<file path="src/rtl/wb_commit_regs_pkg.sv">
// Shared widths, storage types and helpers for the write-back commit slice.
package wb_commit_regs_pkg;

  localparam int DATA_W  = 32;
  localparam int ADDR_W  = 5;
  localparam int REG_NUM = 2 ** ADDR_W;

  typedef logic [DATA_W-1:0] reg_t;
  typedef logic [ADDR_W-1:0] addr_t;

  localparam addr_t NOP_REG_ADDR = '0;
  localparam reg_t  ZERO_WORD    = '0;

  function automatic logic gpr_commit(logic wreg, addr_t wd);
    return wreg && (wd != NOP_REG_ADDR);
  endfunction

endpackage

</file>
<file path="src/rtl/wb_commit_regs_if.sv">
// Write-back stage to commit-stage bundle.
interface wb_commit_regs_if;
  import wb_commit_regs_pkg::*;

  addr_t wb_wd;
  logic  wb_wreg;
  reg_t  wb_wdata;
  reg_t  wb_hi;
  reg_t  wb_lo;
  logic  wb_whilo;
  logic  wb_LLbit_we;
  logic  wb_LLbit_value;
  logic  flush;

  modport master (
    output wb_wd, wb_wreg, wb_wdata,
    output wb_hi, wb_lo, wb_whilo,
    output wb_LLbit_we, wb_LLbit_value,
    output flush
  );

  modport slave (
    input wb_wd, wb_wreg, wb_wdata,
    input wb_hi, wb_lo, wb_whilo,
    input wb_LLbit_we, wb_LLbit_value,
    input flush
  );

endinterface

</file>
<file path="src/rtl/wb_commit_regs_gpr_array.sv">
// 32-entry GPR file, r0 hardwired, one write port and two
// write-first bypassed read ports.
module gpr_array
  import wb_commit_regs_pkg::*;
(
  input  logic  clk,
  input  logic  reset,
  input  logic  we,
  input  addr_t waddr,
  input  reg_t  wdata,
  input  logic  re1,
  input  addr_t raddr1,
  output reg_t  rdata1,
  input  logic  re2,
  input  addr_t raddr2,
  output reg_t  rdata2
);

  reg_t regs [REG_NUM];

  always_ff @(posedge clk or negedge reset) begin
    if (!reset) begin
      for (int i = 0; i < REG_NUM; i++) begin
        regs[i] <= ZERO_WORD;
      end
    end else if (gpr_commit(we, waddr)) begin
      regs[waddr] <= wdata;
    end
  end

  always_comb begin
    rdata1 = ZERO_WORD;
    if (reset && re1 && raddr1 != NOP_REG_ADDR) begin
      if (we && waddr == raddr1) rdata1 = wdata;
      else                       rdata1 = regs[raddr1];
    end
  end

  always_comb begin
    rdata2 = ZERO_WORD;
    if (reset && re2 && raddr2 != NOP_REG_ADDR) begin
      if (we && waddr == raddr2) rdata2 = wdata;
      else                       rdata2 = regs[raddr2];
    end
  end

endmodule

</file>
<file path="src/rtl/wb_commit_regs.sv">
// Commits write-back results to GPR, HI/LO and LLbit state,
// with bypassed reads and a committed-write counter.
module wb_commit_regs
  import wb_commit_regs_pkg::*;
#(
  parameter int CNT_W = 32
) (
  input  logic               clk,
  input  logic               reset,
  wb_commit_regs_if.slave    wb,
  input  logic               re1,
  input  addr_t              raddr1,
  output reg_t               rdata1,
  input  logic               re2,
  input  addr_t              raddr2,
  output reg_t               rdata2,
  output reg_t               hi_o,
  output reg_t               lo_o,
  output logic               LLbit_o,
  output logic [CNT_W-1:0]   wb_cnt_o
);

  reg_t             hi_q;
  reg_t             lo_q;
  logic             ll_q;
  logic [CNT_W-1:0] cnt_q;

  gpr_array u_gpr (
    .clk    (clk),
    .reset  (reset),
    .we     (wb.wb_wreg),
    .waddr  (wb.wb_wd),
    .wdata  (wb.wb_wdata),
    .re1    (re1),
    .raddr1 (raddr1),
    .rdata1 (rdata1),
    .re2    (re2),
    .raddr2 (raddr2),
    .rdata2 (rdata2)
  );

  always_ff @(posedge clk or negedge reset) begin
    if (!reset) begin
      hi_q  <= ZERO_WORD;
      lo_q  <= ZERO_WORD;
      ll_q  <= 1'b0;
      cnt_q <= '0;
    end else begin
      if (wb.wb_whilo) begin
        hi_q <= wb.wb_hi;
        lo_q <= wb.wb_lo;
      end
      // flush wins over a concurrent LL/SC update
      if (wb.flush)            ll_q <= 1'b0;
      else if (wb.wb_LLbit_we) ll_q <= wb.wb_LLbit_value;
      if (gpr_commit(wb.wb_wreg, wb.wb_wd)) begin
        cnt_q <= cnt_q + CNT_W'(1);
      end
    end
  end

  always_comb begin
    hi_o    = ZERO_WORD;
    lo_o    = ZERO_WORD;
    LLbit_o = 1'b0;
    if (reset) begin
      hi_o = wb.wb_whilo ? wb.wb_hi : hi_q;
      lo_o = wb.wb_whilo ? wb.wb_lo : lo_q;
      if (!wb.flush) begin
        LLbit_o = wb.wb_LLbit_we ? wb.wb_LLbit_value : ll_q;
      end
    end
  end

  assign wb_cnt_o = cnt_q;

endmodule

</file>
<file path="src/flat_wrapper.sv">
// flat-port wrapper written by rule: the top's interface ports become plain ports
module wb_commit_regs_flat import wb_commit_regs_pkg::*;
#(
  parameter int CNT_W = 32
)
  (clk, reset, re1, raddr1, rdata1, re2, raddr2, rdata2, hi_o, lo_o, LLbit_o, wb_cnt_o, wb_wb_wd, wb_wb_wreg, wb_wb_wdata, wb_wb_hi, wb_wb_lo, wb_wb_whilo, wb_wb_LLbit_we, wb_wb_LLbit_value, wb_flush);
  wb_commit_regs_if wb_i ();
  input  logic clk;
  input  logic reset;
  input  logic re1;
  input  addr_t raddr1;
  output reg_t rdata1;
  input  logic re2;
  input  addr_t raddr2;
  output reg_t rdata2;
  output reg_t hi_o;
  output reg_t lo_o;
  output logic LLbit_o;
  output logic [CNT_W-1:0] wb_cnt_o;
  input wire logic [$bits(wb_i.wb_wd)-1:0] wb_wb_wd;
  input wire logic [$bits(wb_i.wb_wreg)-1:0] wb_wb_wreg;
  input wire logic [$bits(wb_i.wb_wdata)-1:0] wb_wb_wdata;
  input wire logic [$bits(wb_i.wb_hi)-1:0] wb_wb_hi;
  input wire logic [$bits(wb_i.wb_lo)-1:0] wb_wb_lo;
  input wire logic [$bits(wb_i.wb_whilo)-1:0] wb_wb_whilo;
  input wire logic [$bits(wb_i.wb_LLbit_we)-1:0] wb_wb_LLbit_we;
  input wire logic [$bits(wb_i.wb_LLbit_value)-1:0] wb_wb_LLbit_value;
  input wire logic [$bits(wb_i.flush)-1:0] wb_flush;
  assign wb_i.wb_wd = wb_wb_wd;
  assign wb_i.wb_wreg = wb_wb_wreg;
  assign wb_i.wb_wdata = wb_wb_wdata;
  assign wb_i.wb_hi = wb_wb_hi;
  assign wb_i.wb_lo = wb_wb_lo;
  assign wb_i.wb_whilo = wb_wb_whilo;
  assign wb_i.wb_LLbit_we = wb_wb_LLbit_we;
  assign wb_i.wb_LLbit_value = wb_wb_LLbit_value;
  assign wb_i.flush = wb_flush;
  wb_commit_regs #(.CNT_W(CNT_W)) u_core (.clk(clk), .reset(reset), .wb(wb_i), .re1(re1), .raddr1(raddr1), .rdata1(rdata1), .re2(re2), .raddr2(raddr2), .rdata2(rdata2), .hi_o(hi_o), .lo_o(lo_o), .LLbit_o(LLbit_o), .wb_cnt_o(wb_cnt_o));
endmodule
</file>
<file path="config.mk">
export PLATFORM = sky130hd
export DESIGN_NAME = wb_commit_regs_flat
export DESIGN_NICKNAME = d
export VERILOG_FILES = /design/src/rtl/wb_commit_regs_pkg.sv /design/src/rtl/wb_commit_regs_if.sv /design/src/rtl/wb_commit_regs_gpr_array.sv /design/src/rtl/wb_commit_regs.sv /design/src/flat_wrapper.sv
export SDC_FILE = /design/constraint.sdc
export NUM_CORES = 2
export LEC_CHECK = 0
export BUFFER_PORTS_ARGS = -buffer_cell sky130_fd_sc_hd__buf_2
export CORE_MARGIN = 3
export CORE_UTILIZATION = 30
export CTS_BUF_LIST = sky130_fd_sc_hd__clkbuf_4
export DETAILED_ROUTE_END_ITERATION = 12
export GPL_ROUTABILITY_DRIVEN = 1
export GPL_TIMING_DRIVEN = 1
export SETUP_SLACK_MARGIN = 0.15
export SLEW_MARGIN = 30
export SYNTH_ARGS = -nofsm -noshare
export SYNTH_HDL_FRONTEND = slang
export SYNTH_SLANG_ARGS = --single-unit
</file>
<file path="constraint.sdc">
create_clock -name clk -period 1.8 [get_ports clk]
set_input_delay 0.09 -clock clk [delete_from_list [all_inputs] [get_ports clk]]
set_output_delay 0.09 -clock clk [all_outputs]
set_load 0.01 [all_outputs]
</file>
# After elaboration in Yosys (flattened, before gate mapping)
# Cells that the tools add are included.
# classes
n_addsub	1
order_cmp	4
eq_ne	2
muxes	20
bitwise_logic	3
n_reduce_logical	11
# ops
operator	n
1024-bit bitwise mux	1
32-bit two-way mux	13
32-bit binary-select mux with 5-bit select	2
32-bit demux with 5-bit select	1
32-bit by 1-bit adder with 32-bit output (second input constant)	1
6-bit greater-or-equal comparator (second input constant)	3
5-bit NOT with 6-bit output	3
5-bit nonzero test	3
5-bit equality test	2
1-bit logical AND	8
6-bit by 1-bit < comparator with 1-bit output (second input constant)	1
1-bit two-way mux	3
# word_totals
ff_bits	1121
in_bits	120
output_inout_bits	161

# Longest topological paths before layout
# depth
word_depth	6
ltp_mapped	9
mapped_depth_nobuf	5

# By module
# A second synthesis with hierarchy kept.
# unflattened
cells_unflattened	4237
hier_area_um2	59498.3
# modules_own_cells
mod	n_inst	cells_each	area_per_inst_um2	seq_area_each_um2
gpr_array	1	3887	55169.2	25624.6
wb_commit_regs	1	350	4329.2	2427.3

# Worst setup path after synthesis
# OpenSTA, ideal clock, no wires.
# synth_timing
kind	input to output
start	input port raddr2[2]
end	output port rdata2[13]
arrival_ns	1.698
required_ns	1.710
path_slack_ns	0.012
stages	7
path_cell_list	clkbuf_1 > clkbuf_1 > mux4_2 > and2b_1 > a211oi_1 > a31oi_1 > a221o_1
# synth_between
elab_chain_len	6
word_cells_on_any_way	10
classes_between	eq/ne: 1; mux: 5; bitwise: 1; reduce/logical: 3
# synth_rtl
item	line_no	text
from (decl)	flat_wrapper.sv:14	input addr_t raddr2;
5-bit NOT with 6-bit output (not written as such)	wb_commit_regs_gpr_array.sv:43	else rdata2 = regs[raddr2];
32-bit binary-select mux with 5-bit select	wb_commit_regs_gpr_array.sv:43	
32-bit two-way mux (not written as such) (2 in a row)	wb_commit_regs_gpr_array.sv:43	
32-bit two-way mux	wb_commit_regs_gpr_array.sv:42	if (we && waddr == raddr2) rdata2 = wdata;
32-bit two-way mux *	wb_commit_regs_gpr_array.sv:41	if (reset && re2 && raddr2 != NOP_REG_ADDR) begin
to (decl)	flat_wrapper.sv:15	output reg_t rdata2;
# Every way passes the cells marked *; elsewhere a longest branch is shown, timed or not. The select of a mux whose other input is x is not followed.

# Final worst setup path
# layout_timing
start	register u_core.u_gpr.regs[816] (netlist bit)
end	output port rdata2[16]
# layout_between
elab_chain_len	5
# layout_rtl
item	line_no	text
from (decl)	wb_commit_regs_gpr_array.sv:19	reg_t regs [REG_NUM];
from (signal, indexed assignment)	wb_commit_regs_gpr_array.sv:27	regs[waddr] <= wdata;
32-bit binary-select mux with 5-bit select	wb_commit_regs_gpr_array.sv:43	
32-bit two-way mux (not written as such) (2 in a row)	wb_commit_regs_gpr_array.sv:43	
32-bit two-way mux	wb_commit_regs_gpr_array.sv:42	
32-bit two-way mux	wb_commit_regs_gpr_array.sv:41	
# No other way between the ends. The select of a mux whose other input is x is not followed.

==> impl_metrics.yaml <==
route:
  highest-signal-layer: "met5"
  vias: 44758
  drtAntennaViolNets: 0
  met2_length_mm: 106
  drtIter0Drc: 3191
  wl_met3_mm: 14.8
  dr.pass1.iters: 8
  wl_mm: 220
  wire_per_inst_um: 26.9
  avgViaCountPerCell: 5.48
  wirelength_met1_mm: 84.4
  remaining_drc_errors: 0
cells_and_area:
  drive_gt1_frac: 0.606
  area_growth_pct: 31.5
  fin_area_um2: 78200
  nets: 5443
  final_cells: 8173
cts:
  htreeDepth: 5
  cts_buffers: 327
  cts.clk_slew.worst_paths_ns: 0.07
  clock_path_buffers: 4
  cts_tree: "built"
  clock-sinks: 1121
  clock_latency_ns: 1.28
  cts-root-buf: "clkbuf_4"
floorplanning:
  die_x_um: 451
  coreArea_um2: 196000
  fp.dieArea_um2: 204000
  initial_core_util: 0.303
  die_y_um: 451
  ios: 281
  std_cell_rows: 162
global_route:
  grt_max_degree: 163
  grt_overflow_total: 0
  grt_first_pass_wirelength_mm: 318
  grt_pass1_vias: 46845
  grtUsageTotal: 0.209
  antenna_found_initial: 9
logic_synthesis:
  synth_top_area_share: 0.472
  yosysWarnings: 0
  synth-async-reset-ratio: 1.00
  synthesis.area_um2: 59500
  yosys.area.top_type: "dfrtp_1"
  synthTopCellsByArea: "dfrtp_1, mux2_2, mux4_2"
  synthMostInstantiatedCell: "dfrtp_1"
  yosysSeqAreaShare: 0.472
  postSynthAreaPerCell_um2: 14.1
  ys_ff_latch: 1121
  synth_ff_type: "dfrtp_1"
  synth_cells: 4203
  synth_cell_types: 56
  synth-edff-count: 0
  synth_commonest_cells: "dfrtp_1, mux2_2, mux4_2, mux2i_1, clkbuf_1"
  synth_nets: 4324
setup_path:
  crit_path_end_kind: "output port"
  critical_path_class: "flop to output port"
  required_ns: 1.71
  max_stage_delay_ns: 0.48
  cp_slowest_cell: "mux4_2"
  reg2reg_to: "u_core.wb_cnt_o[20]"
  reg2reg_from: "u_core.wb_cnt_o[0]"
  reg2reg_slack_ns: 0.06
  crit_chain: "mux4_2, and2b_1, a211oi_2, a31oi_2, a221o_1, buf_2"
  arrival_ns: 3.29
  rr_worst_depth: 8
  cp-start-kind: "flop"
  critPathMaxFanout: 3
timing:
  hold_viol: 28
  post-route-period-util: 1.88
  rsz0062_at_grt: "yes"
  fin_skew_ns: 0.0201
  whs_ns: -1.00
  worst_slack_ns: -1.58
  setup_viol: 161
  fmax_ghz: 0.296
  finalMaxSlewViolations: 0
  relSlewSlack: 0.351
  min_period_ns: 3.38
  tightest_slew_ns: 0.973
placement:
  gp_congestion: 0.880
  numPortBuffers: 280
  hpwl_mm: 146
  place_area_um2: 69700
  place_inst: 7365
power:
  powerDensity_nw_per_um2: 962
  p_leak_nw: 34.9
  ir_drop_mv: 0.690
worst_hold_path:
  hold_depth: 2
  min_to: "u_core.ll_q"
  hp-start: "wb_flush"
  hold_class: "primary input to flop"
job:
  cap_viol_max_count: 0
run_status:
  status: "complete, but fails checks"
  violations: "negative hold slack, negative setup slack"
==> worst max-delay path: cells and delay by family (launching register included) <==
| family | cells | cell delay, ns |
|---|---|---|
| flops | 1 | 0.39 |
| buf+inv | 1 | 0.18 |
| mux | 1 | 0.48 |
| simple gates | 1 | 0.19 |
| compound gates | 3 | 0.71 |
==> sequential cells by signal, indices dropped and copies added (netlist names) <==
name,flops
u_core.lo_q,32
u_core.u_gpr.regs,1024
u_core.wb_cnt_o,32
u_core.hi_q,32
u_core.ll_q,1
==> layout make-up <==
cell class | count | area, µm²
tap | 2624 | 3280
multi-input combinational | 2625 | 31000
fill | 18280 | 118000
sequential | 1121 | 28100
antenna | 17 | 42.5
clock inverter | 74 | 340
inverter | 6 | 23.8
timing repair buffer | 1241 | 11900
clock buffer | 465 | 3490
==> cells in the final DEF (no fill, tap or decap), types with 9 or more instances in the layout <==
| master | count |
|---|---|
| buf_2 | 185 |
| o21ai_2 | 19 |
| dlygate4sd3_1 | 153 |
| a221oi_1 | 120 |
| buf_12 | 169 |
| o21ai_0 | 33 |
| a211oi_2 | 23 |
| a21oi_2 | 18 |
| diode_2 | 17 |
| a22oi_2 | 43 |
| and2_4 | 65 |
| o22ai_2 | 20 |
| nand2_2 | 21 |
| nor2b_4 | 19 |
| nor3_1 | 13 |
| a31oi_1 | 16 |
| o21ai_1 | 23 |
| a221o_1 | 46 |
| clkinv_2 | 9 |
| dfrtp_1 | 1120 |
| mux4_2 | 383 |
| clkbuf_4 | 465 |
| buf_4 | 588 |
| mux2i_1 | 266 |
| mux2_2 | 1004 |
| a21oi_1 | 37 |
| mux2_4 | 55 |
| nor2_4 | 27 |
| o22ai_1 | 15 |
| a22oi_1 | 45 |
| xnor2_1 | 31 |
| clkinv_1 | 61 |
| nand2_1 | 72 |
| nor2_1 | 53 |
| nor3_2 | 12 |
| a221oi_2 | 9 |
| buf_6 | 135 |
==> per-stage QoR <==
stage / setup WS (ns) / utilization / setup TNS (ns) / power [W]
final: -1.58 / 0.399 / -146.03 / 0.0753
after global routing: -1.72 / 0.399 / -163.79 / 0.0790
after CTS: -1.72 / 0.389 / -147.72 / 0.0748
after detailed placement: -0.786 / 0.356 / -135.43 / 0.0498
after global placement: -1.15 / 0.356 / -130.12 / 0.0492
after floorplan: 0.132 / - / 0 / 0.0432
==> cells by family (layout without fill, tap and decap cells) <==
logic type / Yosys count / count (layout) / synth area share
mux: 1709 / 1709 / 0.391
flops: 1121 / 1121 / 0.472
compound gates: 502 / 502 / 0.0617
buf+inv: 457 / 1786 / 0.0384
simple gates: 372 / 372 / 0.0315
xor+xnor: 41 / 41 / 0.00604
fa+ha+maj: 1 / 1 / 0.000210
other cells: 0 / 17 / 0
==> power by group <==
group / total [W] / internal, W / switching (W)
Combinational: 0.0187 / 0.0111 / 0.00760
Clock: 0.0235 / 0.0121 / 0.0114
Sequential: 0.0331 / 0.0298 / 0.00333
Total: 0.0753 / 0.0529 / 0.0223
==> per-layer routing <==
layer,vias up,GRT usage
met5,-,0
met4,2,0.130
met3,605,0.0468
met2,1946,0.341
met1,23625,0.252
li1,18580,-
==> worst max path at each step <==
stage,slack (ns),from,cells past startpoint,end
floorplan,0.13,raddr2[1],7,rdata2[13]
detailed placement,-0.79,wb_wb_wd[1],11,rdata1[19]
CTS,-1.72,u_core.u_gpr.regs[816],6,rdata2[16]
global route,-1.72,u_core.u_gpr.regs[816],6,rdata2[16]
global placement,-1.15,raddr1[0],9,rdata1[16]
finish,-1.58,u_core.u_gpr.regs[816],6,rdata2[16]
==> what timing repair did <==
action                                  in CTS  in global routing
buffers inserted                            54                 31
hold endpoints to repair                  2210               1124
endpoints found under the setup margin     169                277
gates resized for setup                    344                209
hold buffers                                90                 79
pin swaps                                  118                 82
Note: power is estimated with default switching activity, not from simulation.
